`src/rtl/hazard_controller.sv`:
```
// Hazard/stall sequencer for the 5-stage pipeline: load-use bubbles, branch/jump squash, memory wait freeze.
// Optional HAZARD_PERF_EN adds saturating stall_cycles / flush_count performance counters.
module hazard_controller #(
    parameter int REG_W             = 3,
    parameter int LOAD_STALL_CYCLES = 1,
    parameter int MEM_TIMEOUT       = 15
) (
    input  logic             clk,
    input  logic             reset_n,
    input  logic [3:0]       id_opcode,
    input  logic [REG_W-1:0] id_rs,
    input  logic [REG_W-1:0] id_rt,
    input  logic             ex_mem_to_reg,
    input  logic [REG_W-1:0] ex_write_reg,
    input  logic             ex_branch_taken,
    input  logic [1:0]       mem_op,
    input  logic             mem_ready,
    output logic             pc_stall,
    output logic             if_id_stall,
    output logic             if_id_flush,
    output logic             id_ex_stall,
    output logic             id_ex_flush,
    output logic             ex_mem_stall,
    output logic             mem_wb_bubble,
    output logic             stall,
    output logic             mem_error
`ifdef HAZARD_PERF_EN
    ,
    output logic [15:0]      stall_cycles,
    output logic [15:0]      flush_count
`endif
);

    typedef enum logic {RUN, LOAD_STALL} state_t;

    state_t     r_state;
    state_t     w_state_next;
    logic [2:0] r_load_cnt;
    logic [2:0] w_load_cnt_next;
    logic [7:0] r_wait_cnt;
    logic       r_mem_error;

    logic       w_rs_used;
    logic       w_rt_used;
    logic       w_load_use;
    logic       w_busy_raw;
    logic       w_timeout;
    logic       w_mem_busy;
    logic       w_jump;

    assign w_rs_used = (id_opcode != 4'd15);

    always_comb begin
        case (id_opcode)
            4'd0, 4'd2, 4'd4, 4'd5, 4'd6, 4'd7, 4'd8,
            4'd12, 4'd13, 4'd14: w_rt_used = 1'b1;
            default:             w_rt_used = 1'b0;
        endcase
    end

    assign w_load_use = ex_mem_to_reg && (ex_write_reg != '0) &&
                        ((w_rs_used && (id_rs == ex_write_reg)) ||
                         (w_rt_used && (id_rt == ex_write_reg)));

    // Once the wait counter hits the limit, the next cycle pretends the access finished.
    assign w_busy_raw = (mem_op != 2'b00) && !mem_ready;
    assign w_timeout  = (r_wait_cnt == 8'(MEM_TIMEOUT));
    assign w_mem_busy = w_busy_raw && !w_timeout;
    assign w_jump     = (id_opcode == 4'd15);

    always_comb begin
        w_state_next    = r_state;
        w_load_cnt_next = r_load_cnt;
        pc_stall        = 1'b0;
        if_id_stall     = 1'b0;
        if_id_flush     = 1'b0;
        id_ex_stall     = 1'b0;
        id_ex_flush     = 1'b0;
        ex_mem_stall    = 1'b0;
        mem_wb_bubble   = 1'b0;
        if (w_mem_busy) begin
            pc_stall      = 1'b1;
            if_id_stall   = 1'b1;
            id_ex_stall   = 1'b1;
            ex_mem_stall  = 1'b1;
            mem_wb_bubble = 1'b1;
        end else if (ex_branch_taken) begin
            if_id_flush     = 1'b1;
            id_ex_flush     = 1'b1;
            w_state_next    = RUN;
            w_load_cnt_next = 3'd0;
        end else if (r_state == LOAD_STALL) begin
            pc_stall    = 1'b1;
            if_id_stall = 1'b1;
            id_ex_flush = 1'b1;
            if (r_load_cnt <= 3'd1) begin
                w_state_next    = RUN;
                w_load_cnt_next = 3'd0;
            end else begin
                w_load_cnt_next = r_load_cnt - 3'd1;
            end
        end else if (w_load_use) begin
            pc_stall    = 1'b1;
            if_id_stall = 1'b1;
            id_ex_flush = 1'b1;
            if (LOAD_STALL_CYCLES > 1) begin
                w_state_next    = LOAD_STALL;
                w_load_cnt_next = 3'(LOAD_STALL_CYCLES - 1);
            end
        end else if (w_jump) begin
            if_id_flush = 1'b1;
        end
    end

    assign stall     = pc_stall | id_ex_flush;
    assign mem_error = r_mem_error;

    always_ff @(posedge clk or negedge reset_n) begin
        if (!reset_n) begin
            r_state     <= RUN;
            r_load_cnt  <= 3'd0;
            r_wait_cnt  <= 8'd0;
            r_mem_error <= 1'b0;
        end else begin
            r_state    <= w_state_next;
            r_load_cnt <= w_load_cnt_next;
            r_wait_cnt <= w_mem_busy ? (r_wait_cnt + 8'd1) : 8'd0;
            if (w_timeout && w_busy_raw) begin
                r_mem_error <= 1'b1;
            end
        end
    end

`ifdef HAZARD_PERF_EN
    logic [15:0] r_stall_cycles;
    logic [15:0] r_flush_count;

    always_ff @(posedge clk or negedge reset_n) begin
        if (!reset_n) begin
            r_stall_cycles <= 16'd0;
            r_flush_count  <= 16'd0;
        end else begin
            if (pc_stall && (r_stall_cycles != 16'hFFFF)) begin
                r_stall_cycles <= r_stall_cycles + 16'd1;
            end
            if (if_id_flush && (r_flush_count != 16'hFFFF)) begin
                r_flush_count <= r_flush_count + 16'd1;
            end
        end
    end

    assign stall_cycles = r_stall_cycles;
    assign flush_count  = r_flush_count;
`endif

endmodule

```
`config.mk`:
```
export PLATFORM = sky130hd
export DESIGN_NAME = hazard_controller
export DESIGN_NICKNAME = d
export VERILOG_FILES = /design/src/rtl/hazard_controller.sv
export SDC_FILE = /design/constraint.sdc
export NUM_CORES = 1
export LEC_CHECK = 0
export ABC_AREA = 1
export BUFFER_PORTS_ARGS = -buffer_cell sky130_fd_sc_hd__buf_2
export CORE_MARGIN = 2
export CORE_UTILIZATION = 25
export DETAILED_ROUTE_END_ITERATION = 7
export SLEW_MARGIN = 0
export SYNTH_ARGS = -nofsm -noshare
export SYNTH_HDL_FRONTEND = slang
export SYNTH_SLANG_ARGS = --single-unit
```
`constraint.sdc`:
```
create_clock -name clk -period 2.5 [get_ports clk]
set_clock_uncertainty 0.15 [all_clocks]
set_input_delay 0.125 -clock clk [delete_from_list [all_inputs] [get_ports clk]]
set_output_delay 0.125 -clock clk [all_outputs]
set_load 0.01 [all_outputs]
```
==> reports/metrics.cfg <==
[power]
p_sw_uw=146
p_sw_share_pct=30.6
p_int_uw=332
power_frac_comb_pct=23.9
vdd_drop_max_mv=0.177
design_power_total_uw=478
cellPowerDensity_nw_per_um2=450
p_clk_share_pct=27.8
p_leak_nw=0.585
pwr-share-seq_pct=48.3

[logic_synthesis]
synthArstFlopShare_pct=100
avgSynthCellArea_um2=7.53
yosys.area_share.adder_pct=4.41
synth_nets=136
synth_seq_area_share_pct=38.2
synth_cell_types=20
synth_top_area_share_pct=38.2
synthXorXnorAreaFrac_pct=5.15
ys_seq_elements=13
synth_simple_gate_area_share_pct=29.0
synthTopCellsByCount=26 x nand2_1, 19 x inv_1, 15 x nor2_1, 13 x dfrtp_1, 8 x a21oi_1
syn_inst=113
yosys.area.top_type=dfrtp_1
yosys_warnings=0
syn_area_um2=851
synth_top_family_by_area=simple AND/OR/NAND/NOR gates
synthFlopType=dfrtp_1
ys_top_cells_by_area=dfrtp_1 38%, nand2_1 11%, inv_1 8.4%
synth_edf_count=0
yosysMostFrequentCell=nand2_1
synth_compound_area_share_pct=11.8
synthMuxAreaShare_pct=0

[routing]
drt_iter0_drc=29
wl_per_cell_um=9.20
firstDrtPassIters=3
drc=0
final_antenna_net_count=0
vias=759
routed_wl_um=1740
vias_per_cell=4.02

[status]
outcome=finished clean

[clock_tree]
clkTransAtPathRegs_ps=80
clock-sinks=13
clock_latency_ps=280
post_cts_resized=0
numCtsBuffers=3
cts_tree=done
cts-root-buf=clkbuf_4
h-tree-depth=1
cts.path.max_buffers=2

[timing]
period_share_pct=82.8
final.setup.worst_slack_ps=431
setup_viol=0
finalSetupTns_ps=0
final_max_slew_viol_count=0
slew_headroom_pct=65.6
rsz0062_at_grt=false
period_minus_slack_ps=2070
fmax_mhz=483
worst_pin_slew_ps=510
hold_viol_final=0

[global_route]
busiest_layer=met2
grt_util_all_layers_pct=10.4
grt_pass1_wl_um=3230
antenna_found_initial=0
met1_usage_pct=12.5
grt_max_degree=14
grt_pass1_vias=733
met3_usage_pct=4.53
gr-usage-met2_pct=17.7
overflow=0

[worst_setup_path]
start_kind=register
r2r_cells=6
ff2ff_setup_slack_ps=860
r2r-end=r_load_cnt[0]
crit_path_start=r_wait_cnt[1]
critPathCaptureType=primary output
cp_max_fo=9
worstReg2RegStart=r_wait_cnt[1]
crit_end=id_ex_flush
crit_required_ps=2230
arrival_ps=1790
path_class=register to primary output

[layout]
drive_gt1_share_pct=25.9
nFillCells=380
num-nets-final=167
diodes=0
final_util_pct=32.1
stdcell_count=189
syn_to_final_growth_pct=24.9

[hold_path]
hold_path_class=input pin to register
min_from=mem_ready

[placement]
dp_slack_ps=748
portBuffers=28
gp_congestion=0.776
dp_cells=184
post-dp-hpwl_um=1420

[floorplan]
fp.dieW_um=62.3
initial_core_util_pct=25.7
die_h_um=62.3
io_pins=29
dieArea_um2=3890
fp.coreArea_um2=3310
rows=21

[run]
max_cap_violations=0

cell type report:
cell class / instances / area (µm²) / area share [%]
repair buffers: 29 / 150 / 14.1
multi-input cells: 77 / 428 / 40.3
inverters: 20 / 75.1 / 7.07
well taps: 46 / 57.6 / 5.42
flip-flops and latches: 13 / 325 / 30.6
clock buffers: 4 / 26.3 / 2.47
state kept, by name (all words and copies together), names as in the netlist:
name and flops:
r_state 1, r_wait_cnt 8, mem_error 1, r_load_cnt 3
cell usage in the layout (no fill, tap or decap), types with 3 or more instances in the layout:
cell      count
buf_2        28
nand2_1      26
inv_1        19
nor2_1       15
dfrtp_1      13
a21oi_1       8
nor3_1        4
o21ai_0       4
xnor2_1       4
nand3_1       3
ha_1          3
clkbuf_4      3
per-layer routing:
metal  part of all wire (%)  vias to the layer above  routed length, µm
met5                      0                        -                  0
li1                       -                      414                  -
met1                     47                      333                821
met4                   0.81                        0                 14
met3                    3.9                        2                 68
met2                     48                       10                834
cells by family (layout without fill, tap and decap cells):
kind of cell               Yosys count  count (layout)
AOI/OAI and AO/OA                   15              15
xor gates and xnor gates             5               5
adders and majority gates            3               3
buffers and inverters               23              53
DFF                                 13              13
and+or+nand+nor                     54              54
through the flow:
stage,instance area [µm²],hold WS (ps)
after floorplan,851,-321
after global placement,1030,-119
after detailed placement,1030,-113
after CTS,1060,66.4
after global routing,1060,78.1
final,1060,60.3
how the worst min path moves through the flow:
| stage | to | slack, ps | depth (start not counted) |
|---|---|---|---|
| final | mem_error | 60 | 3 |
| after global routing | mem_error | 80 | 3 |
| after CTS | mem_error | 70 | 3 |
| after detailed placement | r_wait_cnt[5] | -110 | 1 |
| after global placement | r_wait_cnt[5] | -120 | 1 |
| after floorplan | mem_error | -320 | 0 |
worst max-delay path, stage by stage, from the launching register on:
cell     delay (ps)
dfrtp_1         380
ha_1            240
nand3_4         120
o21ai_4         320
inv_2           130
o21ai_0         160
buf_2           150
power by group through the flow:
stage	sequential [mW]	clock (mW)	combinational [mW]
floorplan	0.232	0	0.0766
global placement	0.234	0	0.113
detailed placement	0.235	0	0.115
CTS	0.231	0.137	0.117
global route	0.232	0.151	0.132
finish	0.231	0.133	0.114
what timing repair did:
action                                  in CTS  in global routing
setup buffers                                0                  0
hold buffers                                 1                  0
endpoints found under the setup margin       0                  0
hold endpoints to repair                    13                  0
No activity file was read; power rests on OpenSTA's default activity.
